## src/rtl/ff_bank_arbiter_if.sv

```systemverilog
// Requester-side bus of the flip-flop bank arbiter: requests, addresses, data, grants, status and bank contents.
// Latency: none, this is wiring only.
// Backpressure: a requester holds req/addr/data stable until it sees its gnt bit.
interface ff_bank_arbiter_if #(
  parameter int NUM_REQ  = 4,
  parameter int WIDTH    = 8,
  parameter int NUM_REGS = 4,
  parameter int AW       = $clog2(NUM_REGS)
);
  logic [NUM_REQ-1:0]        req;
  logic [NUM_REQ*AW-1:0]     wr_addr;
  logic [NUM_REQ*WIDTH-1:0]  wr_data;
  logic [NUM_REQ-1:0]        gnt;
  logic                      busy;
  logic                      wr_done;
  logic                      err;
  logic [NUM_REGS*WIDTH-1:0] q;

  // requester logic drives the requests and observes the results
  modport master (
    output req, wr_addr, wr_data,
    input  gnt, busy, wr_done, err, q
  );

  // arbiter side
  modport slave (
    input  req, wr_addr, wr_data,
    output gnt, busy, wr_done, err, q
  );
endinterface

```

## src/rtl/ff_bank_arbiter.sv

```systemverilog
// Round-robin write arbiter feeding a bank of NUM_REGS x WIDTH flip-flop registers.
// Latency: grant one cycle after req is sampled; register written and wr_done/err pulsed one cycle later.
// Backpressure: one write per two cycles; ungranted requesters hold req, req changes during COMMIT are ignored.
module ff_bank_arbiter #(
  parameter int NUM_REQ  = 4,
  parameter int WIDTH    = 8,
  parameter int NUM_REGS = 4,
  parameter int AW       = $clog2(NUM_REGS)
) (
  input logic             clk,
  input logic             async_reset,
  ff_bank_arbiter_if.slave bus
);

  localparam int PW = $clog2(NUM_REQ);

  localparam logic [0:0] IDLE   = 1'b0;
  localparam logic [0:0] COMMIT = 1'b1;

  logic [0:0]                state_q, state_d;
  logic [PW-1:0]             ptr_q, ptr_d;
  logic [PW-1:0]             win_q, win_d;
  logic [NUM_REQ-1:0]        gnt_q, gnt_d;
  logic [AW-1:0]             addr_q, addr_d;
  logic [WIDTH-1:0]          data_q, data_d;
  logic [NUM_REGS*WIDTH-1:0] q_q, q_d;
  logic                      wr_done_q, wr_done_d;
  logic                      err_q, err_d;

  logic                      found;
  int                        sel;
  logic                      addr_ok;

  // round-robin search from ptr upward, wrapping; first requester found wins
  always_comb begin
    found = 1'b0;
    sel   = 0;
    for (int i = 0; i < NUM_REQ; i++) begin
      if (!found && bus.req[(int'(ptr_q) + i) % NUM_REQ]) begin
        found = 1'b1;
        sel   = (int'(ptr_q) + i) % NUM_REQ;
      end
    end
  end

  // staged address decode: only addresses that name a real register are valid
  always_comb begin
    addr_ok = 1'b0;
    for (int r = 0; r < NUM_REGS; r++) begin
      if (addr_q == AW'(r)) addr_ok = 1'b1;
    end
  end

  // two-state sequencer: capture the winner in IDLE, write the bank in COMMIT
  always_comb begin
    state_d   = state_q;
    ptr_d     = ptr_q;
    win_d     = win_q;
    gnt_d     = gnt_q;
    addr_d    = addr_q;
    data_d    = data_q;
    q_d       = q_q;
    wr_done_d = 1'b0;
    err_d     = 1'b0;
    case (state_q)
      IDLE: begin
        gnt_d = '0;
        if (found) begin
          win_d      = PW'(sel);
          gnt_d[sel] = 1'b1;
          addr_d     = bus.wr_addr[sel*AW +: AW];
          data_d     = bus.wr_data[sel*WIDTH +: WIDTH];
          state_d    = COMMIT;
        end
      end
      COMMIT: begin
        // out-of-range addresses still consume the grant and advance the pointer
        if (addr_ok) begin
          for (int r = 0; r < NUM_REGS; r++) begin
            if (addr_q == AW'(r)) q_d[r*WIDTH +: WIDTH] = data_q;
          end
          wr_done_d = 1'b1;
        end else begin
          err_d = 1'b1;
        end
        ptr_d   = PW'((int'(win_q) + 1) % NUM_REQ);
        gnt_d   = '0;
        state_d = IDLE;
      end
      default: begin
        gnt_d   = '0;
        state_d = IDLE;
      end
    endcase
  end

  // state, staging and bank flops; reset aborts any in-flight write
  always_ff @(posedge clk or negedge async_reset) begin
    if (!async_reset) begin
      state_q   <= IDLE;
      ptr_q     <= '0;
      win_q     <= '0;
      gnt_q     <= '0;
      addr_q    <= '0;
      data_q    <= '0;
      q_q       <= '0;
      wr_done_q <= 1'b0;
      err_q     <= 1'b0;
    end else begin
      state_q   <= state_d;
      ptr_q     <= ptr_d;
      win_q     <= win_d;
      gnt_q     <= gnt_d;
      addr_q    <= addr_d;
      data_q    <= data_d;
      q_q       <= q_d;
      wr_done_q <= wr_done_d;
      err_q     <= err_d;
    end
  end

  assign bus.gnt     = gnt_q;
  assign bus.busy    = (state_q == COMMIT);
  assign bus.wr_done = wr_done_q;
  assign bus.err     = err_q;
  assign bus.q       = q_q;

endmodule

```

## src/flat_wrapper.sv

```systemverilog
// flat-port wrapper written by rule: the top's interface ports become plain ports
module ff_bank_arbiter_flat 
#(
  parameter int NUM_REQ  = 4,
  parameter int WIDTH    = 8,
  parameter int NUM_REGS = 4,
  parameter int AW       = $clog2(NUM_REGS)
)
  (clk, async_reset, bus_req, bus_wr_addr, bus_wr_data, bus_gnt, bus_busy, bus_wr_done, bus_err, bus_q);
  ff_bank_arbiter_if #(.NUM_REQ(NUM_REQ), .WIDTH(WIDTH), .NUM_REGS(NUM_REGS), .AW(AW)) bus_i ();
  input logic clk;
  input logic async_reset;
  input wire logic [$bits(bus_i.req)-1:0] bus_req;
  input wire logic [$bits(bus_i.wr_addr)-1:0] bus_wr_addr;
  input wire logic [$bits(bus_i.wr_data)-1:0] bus_wr_data;
  output wire logic [$bits(bus_i.gnt)-1:0] bus_gnt;
  output wire logic [$bits(bus_i.busy)-1:0] bus_busy;
  output wire logic [$bits(bus_i.wr_done)-1:0] bus_wr_done;
  output wire logic [$bits(bus_i.err)-1:0] bus_err;
  output wire logic [$bits(bus_i.q)-1:0] bus_q;
  assign bus_i.req = bus_req;
  assign bus_i.wr_addr = bus_wr_addr;
  assign bus_i.wr_data = bus_wr_data;
  assign bus_gnt = bus_i.gnt;
  assign bus_busy = bus_i.busy;
  assign bus_wr_done = bus_i.wr_done;
  assign bus_err = bus_i.err;
  assign bus_q = bus_i.q;
  ff_bank_arbiter #(.NUM_REQ(NUM_REQ), .WIDTH(WIDTH), .NUM_REGS(NUM_REGS), .AW(AW)) u_core (.clk(clk), .async_reset(async_reset), .bus(bus_i));
endmodule
```

## config.mk

```make
export PLATFORM = sky130hd
export DESIGN_NAME = ff_bank_arbiter_flat
export DESIGN_NICKNAME = d
export VERILOG_FILES = /design/src/rtl/ff_bank_arbiter_if.sv /design/src/rtl/ff_bank_arbiter.sv /design/src/flat_wrapper.sv
export SDC_FILE = /design/constraint.sdc
export NUM_CORES = 1
export LEC_CHECK = 0
export ABC_CLOCK_PERIOD_IN_PS = 2000
export CAP_MARGIN = 20
export CORE_ASPECT_RATIO = 0.8
export CORE_MARGIN = 4
export CORE_UTILIZATION = 40
export CTS_CLUSTER_DIAMETER = 120
export DETAILED_ROUTE_END_ITERATION = 8
export HOLD_SLACK_MARGIN = 0.06
export PLACE_DENSITY = 0.82
export SLEW_MARGIN = 20
export SYNTH_ARGS = -nofsm -noshare
export SYNTH_HDL_FRONTEND = slang
export SYNTH_SLANG_ARGS = --single-unit
export TNS_END_PERCENT = 100
```

## constraint.sdc

```tcl
create_clock -name clk -period 2 [get_ports clk]
set_input_delay 0.2 -clock clk [delete_from_list [all_inputs] [get_ports clk]]
set_output_delay 0.2 -clock clk [all_outputs]
set_load 0.005 [all_outputs]
```

After elaboration in Yosys (flattened, before gate mapping) --
Cells that the tools add are included.
Storage, ports and cells: bits of input ports 46, register bits after elaboration 53, output and inout bits 39, logic and storage cells 80
Cells by class: add/sub/neg operators 4, equality and inequality tests 3, shift-type cells 2, reduce and logical (&&, ||, !) cells 16, muxes and demuxes 33, magnitude comparators 6, bitwise operators 4
Operators with widths (number):
- $mux W32 | 3
- $ge A32 B1 Y1 const B | 1
- $lt A32 B4 Y1 const B | 1
- $shiftx A32 B32 Y8 | 1
- $shiftx A8 B32 Y2 | 1
- $mux W1 | 21
- $lt A3 B4 Y1 const B | 3
- $reduce_and A3 Y1 | 4
- $bmux W1 S2 | 4
- $pmux W4 S2 | 1
- $reduce_or A2 Y1 | 3
- $add A2 B1 Y2 const B | 2
- $add A2 B2 Y2 const B | 2
- $eq A2 B2 Y1 const B | 2
- $logic_and A1 B1 Y1 | 4
- $mux W4 | 1
- $and A1 B1 Y1 const A | 3
- $logic_not A1 Y1 | 3
- $lt A2 B3 Y1 const B | 1
- $demux W1 S2 | 1
- $eq A2 B1 Y1 const B | 1
- $logic_not A2 Y1 | 1
- $mux W2 | 1
- $pmux W1 S2 | 1
- 2 further kinds | 2

Depth between registers and ports, before layout --
depth after elaboration 20, mapped depth 6, depth with buffers taken out 5

Worst setup path before layout --
No wires, ideal clock.
kind register to register, start register u_core.ptr_q[1], end register u_core.data_q[1], library setup time 0.124 ns, path buffers 1, slack 0.203 ns, period minus slack after synthesis 1.797 ns, data required time 1.876 ns, data arrival time 1.673 ns, stages on the path, launching flop included 7, path through dfrtp_1 > mux2_4 > o221ai_4 > buf_8 > mux2i_1 > nor3_1 > a211o_1
Between the ends: cells in the longest elaborated chain, start to end 13, elaborated cells on any way between the ends 36, classes of those cells add/sub (3); shift (1); mux (19); bitwise (3); reduce/logical (10)
RTL lines:
- start, declared | RTL line ff_bank_arbiter.sv:21 | logic [PW-1:0] ptr_q, ptr_d;
- start signal, assigned | RTL line ff_bank_arbiter.sv:111 | ptr_q <= ptr_d;
- $add A2 B1 Y2 / $bmux W1 S2 (equally long branches) | RTL line ff_bank_arbiter.sv:39, ff_bank_arbiter.sv:41
- $bmux W1 S2 / $mux W1 (equally long branches) | RTL line ff_bank_arbiter.sv:39 | if (!found && bus.req[(int'(ptr_q) + i) % NUM_REQ]) begin
- $mux W1 (implied by the code) | RTL line ff_bank_arbiter.sv:39
- $mux W1 (implied by the code) / $logic_not A1 Y1 (equally long branches) | RTL line ff_bank_arbiter.sv:39
- $logic_and A1 B1 Y1 | RTL line ff_bank_arbiter.sv:39
- $mux W1 | RTL line ff_bank_arbiter.sv:39
- $logic_not A1 Y1 | RTL line ff_bank_arbiter.sv:39
- $logic_and A1 B1 Y1 | RTL line ff_bank_arbiter.sv:39
- $mux W1 | RTL line ff_bank_arbiter.sv:39
- $logic_not A1 Y1 | RTL line ff_bank_arbiter.sv:39
- $logic_and A1 B1 Y1 | RTL line ff_bank_arbiter.sv:39
- $mux W32 / $mux W1 (equally long branches) | RTL line ff_bank_arbiter.sv:39
- $shiftx A32 B32 Y8 / $reduce_and A2 Y1 (equally long branches)
- end signal, assigned | RTL line ff_bank_arbiter.sv:115 | data_q <= data_d;
- end, declared | RTL line ff_bank_arbiter.sv:25 | logic [WIDTH-1:0] data_q, data_d;
Parallel ways exist; a longest one is shown, timed or not. The select of a mux whose other input is x is not followed. A chain may end at the register's enable or synchronous reset.

Worst setup path after layout --
start register u_core.ptr_q[1], end register u_core.data_q[0]
Same word-level chain as after synthesis.

==> results_dict.tcl <==
set metrics [dict create \
    status "completed" \
    crit_slowest_cell "dfrtp_1" \
    ys_types 30 \
    syn_inst 178 \
    drv_slew 0 \
    ios 85 \
    die-width_um 93.7 \
    drv_cap 0 \
    max_freq_mhz 533 \
    crit_path_max_incr_delay_ps 480 \
    syn_area_um2 2350 \
    hpwlAfterDp_um 4530 \
    tritoncts "built" \
    cts-root-buf "clkbuf_8" \
    power_frac_comb 0.452 \
    critPathKind "register to register" \
    p_seq_frac 0.417 \
    hold_class "input pin to asynchronous set/reset pin" \
    tightest_slew_ps 621 \
    cp-endpoint "u_core.data_q[0]$_DFFE_PN0P_" \
    drtIter0Drc 36 \
    worst-path-stages 6 \
    cp_cell_sequence "mux2_4 > o221ai_4 > buf_12 > mux2i_1 > nor3_1 > a211o_1" \
    final_common_cell "clkdlybuf4s50_1" \
    num_vias 1753 \
    yosysWarnings 0 \
    clk_pin_slew_ps 90 \
    syn_area_per_cell_um2 13.2 \
    num_antenna_cells 0 \
    rr_endpoint "u_core.data_q[0]$_DFFE_PN0P_" \
    p_sw_mw 1.43 \
    end_kind "register" \
    synth.area.mux_share 0.245 \
    setup-violations-final 0 \
    hold_viol 0 \
    place_inst 342 \
    cts_buffers 5 \
    antenna_found_initial 0 \
    grt_usage 0.177 \
    area_growth_pct 46.7 \
    r2r-start "u_core.ptr_q[1]$_DFFE_PN0P_" \
    antenna_left 0 \
    clk_path_buf_depth 2 \
    p_leak_nw 1.55 \
    fin_ws_ps 123 \
    slew_headroom 0.586 \
    pre_cts_slack_ps -41.9 \
    core_um2 5590 \
    drt_wl_total_um 6140 \
    layout_min_cycle_time_ps 1880 \
    synth_fa_ha_area_frac 0 \
    synth_nets 224 \
    arrival_ps 2070 \
    grt_pass1_wl_um 9970 \
    portBuffers 84 \
    skew_ps 8.50 \
    rsz0062_at_grt "false" \
    postCtsSetupBuffers 0 \
    p_int_mw 3.16 \
    synth_compound_area_frac 0.0718 \
    drive_gt1_frac 0.202 \
    crit_start "u_core.ptr_q[1]$_DFFE_PN0P_" \
    htreeDepth 2 \
    critPathTopFamily "multiplexers" \
    dieArea_um2 7180 \
    cp_max_fo 15 \
    grt_pass1_vias 1951 \
    yosys.area_share.simple 0.0846 \
    cp-start-kind "register" \
    irDropWorstVdd_mv 0.694 \
    die_h_um 76.6 \
    clockPowerShare 0.132 \
    place.gp.congestion 0.767 \
    row_count 24 \
    setup_tns_ps 0 \
    reg2reg_slack_ps 120 \
    critPathBufInv 1 \
    power_switching_share 0.312 \
    reg2regPathDepth 6 \
    clk_latency_ps 300 \
    drc 0 \
    grt_start_max_net_pins 35 \
    cts.sinks 53 \
    finalNetCount 318 \
    drt_first_pass_iters 4 \
    yosysSeqAreaShare 0.564 \
    required_ps 2190 \
    ys_seq_elements 53 \
    post_drt_via_cell_ratio 5.01 \
    start_util 0.421 \
    fin_crit_sh 0.938 \
    final_cells 350 \
    synthXorXnorAreaFrac 0.00372 \
    synth_top_family_by_area "multiplexers" \
    mostFrequentLayoutCells "83 x clkdlybuf4s50_1, 53 x dfrtp_1, 32 x mux2_2" \
    p_per_area_nw_per_um2 1330 \
    wl_per_cell_um 17.5 \
    grt_overflow 0 \
]
==> cells by family (layout without fill, tap and decap cells) <==
kind of cell    count (synthesis)  in the layout
mux                            53             53
flops                          53             53
simple gates                   37             37
compound gates                 20             20
buf+inv                        13            107
other cells                     1              1
xor+xnor                        1              1
==> flip-flops by register name, summed over array words and instances, names as in the netlist <==
name and count:
u_core.bus.err 1, u_core.bus.wr_done 1, u_core.bus.q 32, u_core.data_q 8
u_core.win_q 2, u_core.bus.busy 1, u_core.bus.gnt 4, u_core.addr_q 2
u_core.ptr_q 2
==> layout make-up <==
cell class / count / area, um2
Clock buffer: 7 / 86.3
Fill cell: 490 / 2130
Inverter: 3 / 11.3
Multi-Input combinational cell: 112 / 956
Sequential cell: 53 / 1330
Tap cell: 78 / 97.6
Timing Repair Buffer: 97 / 973
==> stage by stage <==
stage          hold WS [ps]  total power, mW  utilization  area, um2
3_5_place_dp            242             4.02        0.601       3350
6_report                447             4.60        0.618       3450
4_1_cts                 451             4.64        0.618       3450
2_1_floorplan         -95.6             2.88            -       2350
5_1_grt                 491             4.89        0.618       3450
3_3_place_gp            245             3.94        0.601       3350
==> metal layers <==
metal | global-route usage | vias up | part of all wire
met5 | 0 | - | 0
met4 | 0.0346 | 0 | 0.0062
met3 | 0.0691 | 7 | 0.083
met2 | 0.280 | 55 | 0.47
met1 | 0.231 | 859 | 0.44
li1 | - | 832 | -
==> power groups by stage <==
stage / clock [mW] / sequential, mW / combinational, mW
after floorplan: 0 / 1.87 / 1.02
after global placement: 0 / 1.90 / 2.04
after detailed placement: 0 / 1.92 / 2.10
after CTS: 0.623 / 1.91 / 2.11
after global routing: 0.663 / 1.98 / 2.25
final: 0.605 / 1.91 / 2.08
==> cell usage after synthesis, drive strengths merged <==
master  count  area [um2]
o22ai       1        6.26
nor4        1        6.26
and3        2        12.5
nand3       1        5.00
mux2       33         375
a21boi      1        7.51
xnor2       1        8.76
clkbuf      6        22.5
o221ai      1        26.3
a21oi       4        20.0
nand3b      2        15.0
nor3       20         100
or2         1        6.26
buf         4        36.3
a21o        1        7.51
inv         3        11.3
dfrtp      53        1330
nand2       3        11.3
nor3b       1        12.5
conb        1        3.75
nand2b      1        6.26
o21ai       1        5.00
o22a        1        8.76
a211o      10        87.6
mux2i      20         200
nor2        4        15.0
or3b        1        8.76
==> how the worst min path moves through the flow <==
stage,to,start,slack [ps],cells after the start
2_1_floorplan,u_core.addr_q[0]$_DFFE_PN0P_,async_reset,-100,0
3_3_place_gp,u_core.bus.q[28]$_DFFE_PN0P_,async_reset,250,1
3_5_place_dp,u_core.bus.q[4]$_DFFE_PN0P_,async_reset,240,1
4_1_cts,u_core.bus.q[4]$_DFFE_PN0P_,async_reset,450,2
5_1_grt,u_core.bus.q[4]$_DFFE_PN0P_,async_reset,490,2
6_report,u_core.data_q[6]$_DFFE_PN0P_,async_reset,450,2
==> repair_timing <==
item | in CTS | in global routing
hold endpoints to repair | 26 | 0
setup endpoints to repair | 0 | 0
hold buffers | 1 | 0
resized for setup | 0 | 0
Power figures use the tool's default switching activity.
